`src/rtl/alu_arbiter.sv`:
```
// alu_arbiter: round-robin arbiter sharing one external ALU between two requesters
module alu_arbiter #(
  parameter int DATA_WIDTH = 5
) (
  input  logic                    clk,
  input  logic                    rst_n,
  input  logic [1:0]              req_valid,
  output logic [1:0]              req_ready,
  input  logic [3:0]              req_op,
  input  logic [2*DATA_WIDTH-1:0] req_a,
  input  logic [2*DATA_WIDTH-1:0] req_b,
  output logic [1:0]              rsp_valid,
  input  logic [1:0]              rsp_ready,
  output logic [DATA_WIDTH-1:0]   rsp_result,
  output logic                    rsp_zero,
  output logic [DATA_WIDTH-1:0]   alu_a,
  output logic [DATA_WIDTH-1:0]   alu_b,
  output logic [1:0]              alu_op,
  input  logic [DATA_WIDTH-1:0]   alu_result,
  input  logic                    alu_zero,
  output logic                    busy,
  output logic [7:0]              op_count
);
  typedef enum logic [1:0] {IDLE, EXEC, RESP} state_t;
  state_t                state_q;
  logic                  owner_q, last_q, rsp_zero_q;
  logic [DATA_WIDTH-1:0] alu_a_q, alu_b_q, rsp_result_q;
  logic [1:0]            alu_op_q;
  logic [7:0]            op_count_q;
  logic                  gnt_vld, gnt_idx;
  // grant only from IDLE; on contention the requester that did not win last time goes first
  always_comb begin
    gnt_vld = rst_n && state_q == IDLE && |req_valid;
    gnt_idx = &req_valid ? ~last_q : req_valid[1];
  end
  assign req_ready  = gnt_vld ? (gnt_idx ? 2'b10 : 2'b01) : 2'b00;
  assign rsp_valid  = state_q == RESP ? (owner_q ? 2'b10 : 2'b01) : 2'b00;
  assign busy       = state_q != IDLE;
  assign rsp_result = rsp_result_q;
  assign rsp_zero   = rsp_zero_q;
  assign alu_a      = alu_a_q;
  assign alu_b      = alu_b_q;
  assign alu_op     = alu_op_q;
  assign op_count   = op_count_q;
  // operation sequencing: load operands, capture ALU output one cycle later, hold until taken
  always_ff @(posedge clk or negedge rst_n) begin
    if (!rst_n) begin
      state_q      <= IDLE;
      owner_q      <= 1'b0;
      last_q       <= 1'b1;
      alu_a_q      <= '0;
      alu_b_q      <= '0;
      alu_op_q     <= 2'b00;
      rsp_result_q <= '0;
      rsp_zero_q   <= 1'b0;
      op_count_q   <= 8'd0;
    end else begin
      case (state_q)
        IDLE: if (gnt_vld) begin
          owner_q  <= gnt_idx;
          alu_op_q <= gnt_idx ? req_op[3:2] : req_op[1:0];
          alu_a_q  <= gnt_idx ? req_a[2*DATA_WIDTH-1:DATA_WIDTH] : req_a[DATA_WIDTH-1:0];
          alu_b_q  <= gnt_idx ? req_b[2*DATA_WIDTH-1:DATA_WIDTH] : req_b[DATA_WIDTH-1:0];
          state_q  <= EXEC;
        end
        EXEC: begin
          rsp_result_q <= alu_result;
          rsp_zero_q   <= alu_zero;
          state_q      <= RESP;
        end
        RESP: if (rsp_ready[owner_q]) begin
          last_q     <= owner_q;
          op_count_q <= op_count_q + 8'd1;
          state_q    <= IDLE;
        end
        default: state_q <= IDLE;
      endcase
    end
  end
endmodule
```
`config.mk`:
```
export PLATFORM = sky130hd
export DESIGN_NAME = alu_arbiter
export DESIGN_NICKNAME = d
export VERILOG_FILES = /design/src/rtl/alu_arbiter.sv
export SDC_FILE = /design/constraint.sdc
export NUM_CORES = 1
export LEC_CHECK = 0
export CORE_MARGIN = 3
export CORE_UTILIZATION = 35
export CTS_BUF_LIST = sky130_fd_sc_hd__clkbuf_2
export CTS_CLUSTER_SIZE = 10
export DETAILED_ROUTE_END_ITERATION = 10
export PLACE_DENSITY = 0.8
export SKIP_CTS_REPAIR_TIMING = 1
export SLEW_MARGIN = 10
export SYNTH_ARGS = -nofsm -noshare
export SYNTH_HDL_FRONTEND = slang
export SYNTH_SLANG_ARGS = --single-unit
export TNS_END_PERCENT = 50
```
`constraint.sdc`:
```
create_clock -name clk -period 1.9 [get_ports clk]
set_clock_uncertainty 0.1 [all_clocks]
set_input_delay 0.57 -clock clk [delete_from_list [all_inputs] [get_ports clk]]
set_output_delay 0.57 -clock clk [all_outputs]
set_load 0.05 [all_outputs]
```
## Word-level counts from Yosys, hierarchy flattened

Index checks and enable logic that the tools add are counted.

- Flip-flop bits (word level): 30
- Input port bits: 36
- Output and inout port bits: 31
- Word-level logic and storage cells: 38

- $add $sub $neg: 1
- $lt $le $gt $ge: 1
- Equal/unequal tests: 4
- Muxes and demuxes: 13
- Bitwise gates (word level): 1
- Reduce and logical (&&, ||, !) cells: 9

Operators by type and width:

| operator | count |
|---|---|
| 2-bit 2-to-1 mux | 7 |
| 5-bit 2-to-1 mux | 2 |
| 8-bit by 1-bit adder with 8-bit output, second input constant | 1 |
| 2-bit AND reduction | 4 |
| 2-bit case mux with 3 select lines | 1 |
| 1-bit 2-to-1 mux | 3 |
| 2-bit by 1-bit equality test with 1-bit output, second input constant | 1 |
| 2-bit equality test, second input constant | 1 |
| 1-bit logical AND | 2 |
| 2-bit logical NOT | 1 |
| 1-bit by 2-bit less-than comparator with 1-bit output, second input constant | 1 |
| 2-bit by 1-bit inequality test with 1-bit output, second input constant | 1 |
| 2-bit inequality test, second input constant | 1 |
| 2-bit nonzero test | 1 |
| 2-bit OR reduction | 1 |
| 1-bit inverter | 1 |

## Depth between registers and ports, before layout

- Word-level depth: 5
- Mapped depth: 4
- Mapped depth without buffers: 4

## Worst setup path before layout

OpenSTA, ideal clock, no wires.

- Kind: flip-flop to output port
- Start point: reg state_q[1]
- End point: out req_ready[0]
- Arrival time: 2.397 ns
- Data required time: 1.230 ns
- Setup slack: -1.167 ns
- Cell stages (with the launch flop): 3
- Buffers on the path: 0
- Cell sequence: dfrtp_1 > or2_2 > nor4_1

- Word-level cells in the longest chain between the ends: 4

Ends and longest elaborated chain:

| element | line | text |
|---|---|---|
| from (decl) | 25 | `state_t state_q;` |
| from (signal assigned) | 48 | `state_q <= IDLE;` |
| from (signal assigned) | 64 | `state_q <= EXEC;` |
| from (signal assigned) | 69 | `state_q <= RESP;` |
| 2-bit logical NOT | 33 | `gnt_vld = rst_n && state_q == IDLE && \|req_valid;` |
| 1-bit logical AND (2 in series) | 33 |  |
| 2-bit 2-to-1 mux | 36 | `assign req_ready = gnt_vld ? (gnt_idx ? 2'b10 : 2'b01) : 2'b00;` |
| to (decl) | 8 | `output logic [1:0] req_ready,` |

No other way between the ends.

## Worst setup path after layout

- Start point: in rst_n
- End point: out req_ready[0]

- Word-level cells in the longest chain between the ends: 3

Ends and longest elaborated chain:

| element | line | text |
|---|---|---|
| from (decl) | 6 | `input logic rst_n,` |
| 1-bit logical AND (2 in series) | 33 |  |
| 2-bit 2-to-1 mux | 36 |  |

No other way between the ends.

==> results.toml <==
[clock_network]
clock-sinks = 30
clk_pin_slew_ns = 0.13
cts_buffer_depth = 2
htreeDepth = 2
cts_buffers = 5
cts_tree = "built"
clk_root_buffer_cell = "clkbuf_2"
clk_latency_ns = 0.36

[power]
p_per_area_nw_per_um2 = 1780
leakagePower_nw = 1.11
peakVddDrop_uv = 931
power.total_mw = 4.62

[yosys]
ys_seq_elements = 30
syn_inst = 109
ys_seq_area_share_pct = 55.0
synth_area_leader_cell = "dfrtp_1"
ys_async_sr_fraction_pct = 100
synth_edf_count = 0
synth_top_cell_area_share_pct = 53.1
synth_area_um2 = 1370
yosysMostFrequentCell = "dfrtp_1"
syn-num-nets = 146
avgSynthCellArea_um2 = 12.5
ys_top_cells_by_count = "29 x dfrtp_1, 12 x a2bb2oi_1, 12 x o32ai_1"
synth_cell_types = 34
synthFlopType = "dfrtp_1"
yosys_warnings = 0
yosys-top-cells-area = "dfrtp_1 53%, a2bb2oi_1 7.7%, o32ai_1 7.7%"

[placement]
port_buffers = 66
globalplace.congestion = 0.799
post_dp_cell_area_um2 = 2520
dp_slack_ns = -0.463
placed_cells = 232
dpl.hpwl_um = 3230

[detailed_routing]
drtPass1Iterations = 4
route.detailed.drc = 0
num_vias = 1241
wl_per_cell_um = 17.2
drt-initial-drc-count = 43
wirelength_um = 4160
final_antenna_net_count = 0
routed_via_density = 5.13

[grt]
antenna_found_initial = 0
busiest_layer = "met2"
grt_pass1_vias = 1315
grt_util_met3_pct = 5.19
grt.met2_usage_pct = 32.9
grtUsageMet1_pct = 20.4
track_usage_pct = 18.7
grt_overflow = 0
grt_max_degree = 31
grt_pass1_wl_um = 6310

[worst_setup_path]
arrival_ns = 1.58
crit_fanout = 2
critPathCaptureType = "output port"
r2r-start = "state_q[0]$_DFFE_PN0P_"
startpoint = "rst_n"
required_ns = 1.23
reg2reg_depth = 4
critPathLaunchType = "input pin"
path_class = "in2out"

[timing]
max_slew_margin_pct = 74.4
worst_slew_pin_slew_ns = 0.384
fin_crit_sh_pct = 119
setup_viol = 5
fin_setup_tns_ns = -0.966
layout_setup_ws_ns = -0.354
slew_viol_final = 0
fin_crit_ns = 2.25
hold_ws_ns = 0.451
max_freq_mhz = 444
rsz0062_at_grt = "yes"
hold_viol_final = 0

[worst_hold_path]
worstHoldPathCells = 1
min_path_type = "reg2reg"
holdCritStartpoint = "op_count[7]$_DFFE_PN0P_"

[final_layout]
final_area_um2 = 2590
diodes = 0
drive_gt1_share_pct = 38.7
finalCoreUtilization_pct = 69.7
area_growth_syn_to_layout_pct = 89.3
fin_nets = 230
finalNonFillerCells = 242

[floorplanning]
dieArea_um2 = 4690
die_h_um = 68.5
initial_core_util_pct = 36.8
fp-row-count = 22
core-area_um2 = 3720
ios = 67
die_w_um = 68.5

[run]
max_cap_viol_count = 0

[outcome]
violations = "setup timing"
outcome = "finished with violations"
worst max-delay path, cell delays in order:
cell and delay (ns):
clkdlybuf4s50_1 0.50, inv_2 0.07, nor4_4 0.26, buf_12 0.18
kinds of logic after synthesis:
| logic type | Yosys count | share of synthesized area (%) |
|---|---|---|
| adder cells (fa/ha/maj) | 1 | 0.915 |
| multiplexers | 9 | 7.32 |
| AO/OA/AOI/OAI | 30 | 19.0 |
| flip-flops | 30 | 55.0 |
| XOR/XNOR | 7 | 4.48 |
| AND/OR/NAND/NOR | 23 | 10.5 |
| buffers and inverters | 9 | 2.75 |
cells in the final DEF (no fill, tap or decap), types with 2 or more instances in the layout:
master and n:
nor3_1 2, buf_12 31, xnor2_1 5, a2bb2oi_1 12, dlymetal6s2s_1 2, buf_4 16, nand2_1 2, o32ai_1 12
mux2_2 8, inv_2 2, clkbuf_2 6, nand3_1 3, clkdlybuf4s50_1 33, xor2_1 2, dfrtp_1 29
flip-flops by register name, summed over array words and instances (netlist names):
signal	flops
last_q	1
rsp_zero	1
alu_op	2
state_q	2
rsp_result	5
alu_a	5
alu_b	5
owner_q	1
op_count	8
per-layer routing:
| metal | vias up | routed length, um |
|---|---|---|
| met5 | - | 0 |
| met4 | 0 | 82 |
| met3 | 8 | 290 |
| met2 | 49 | 2150 |
| met1 | 595 | 1630 |
| li1 | 589 | - |
report_power, final:
part / internal (mW) / switching [mW] / total [mW] / leakage (nW)
Clock: 0.0904 / 0.211 / 0.301 / 0.0304
Combinational: 1.54 / 1.51 / 3.05 / 0.734
Sequential: 0.921 / 0.345 / 1.27 / 0.347
area by class of cell:
type,count,area (um2)
clock buffers,6,30.0
flip-flops and latches,30,752
clock inverters,2,8.76
repair buffers,83,1110
well taps,48,60.1
fillers,260,1130
inverters,3,11.3
multi-input cells,70,619
path summary, 6_finish.rpt:
path | endpoint | slack (ns)
max | req_ready[0] | -0.35
min | op_count[7]$_DFFE_PN0P_ | 0.45
max reg2reg | op_count[7]$_DFFE_PN0P_ | 0.22
min reg2reg | op_count[7]$_DFFE_PN0P_ | 0.45
max in group asynchronous | last_q$_DFFE_PN1P_ | 0.72
min in group asynchronous | owner_q$_DFFE_PN0P_ | 0.64
Note: power is estimated with default switching activity, not from simulation.
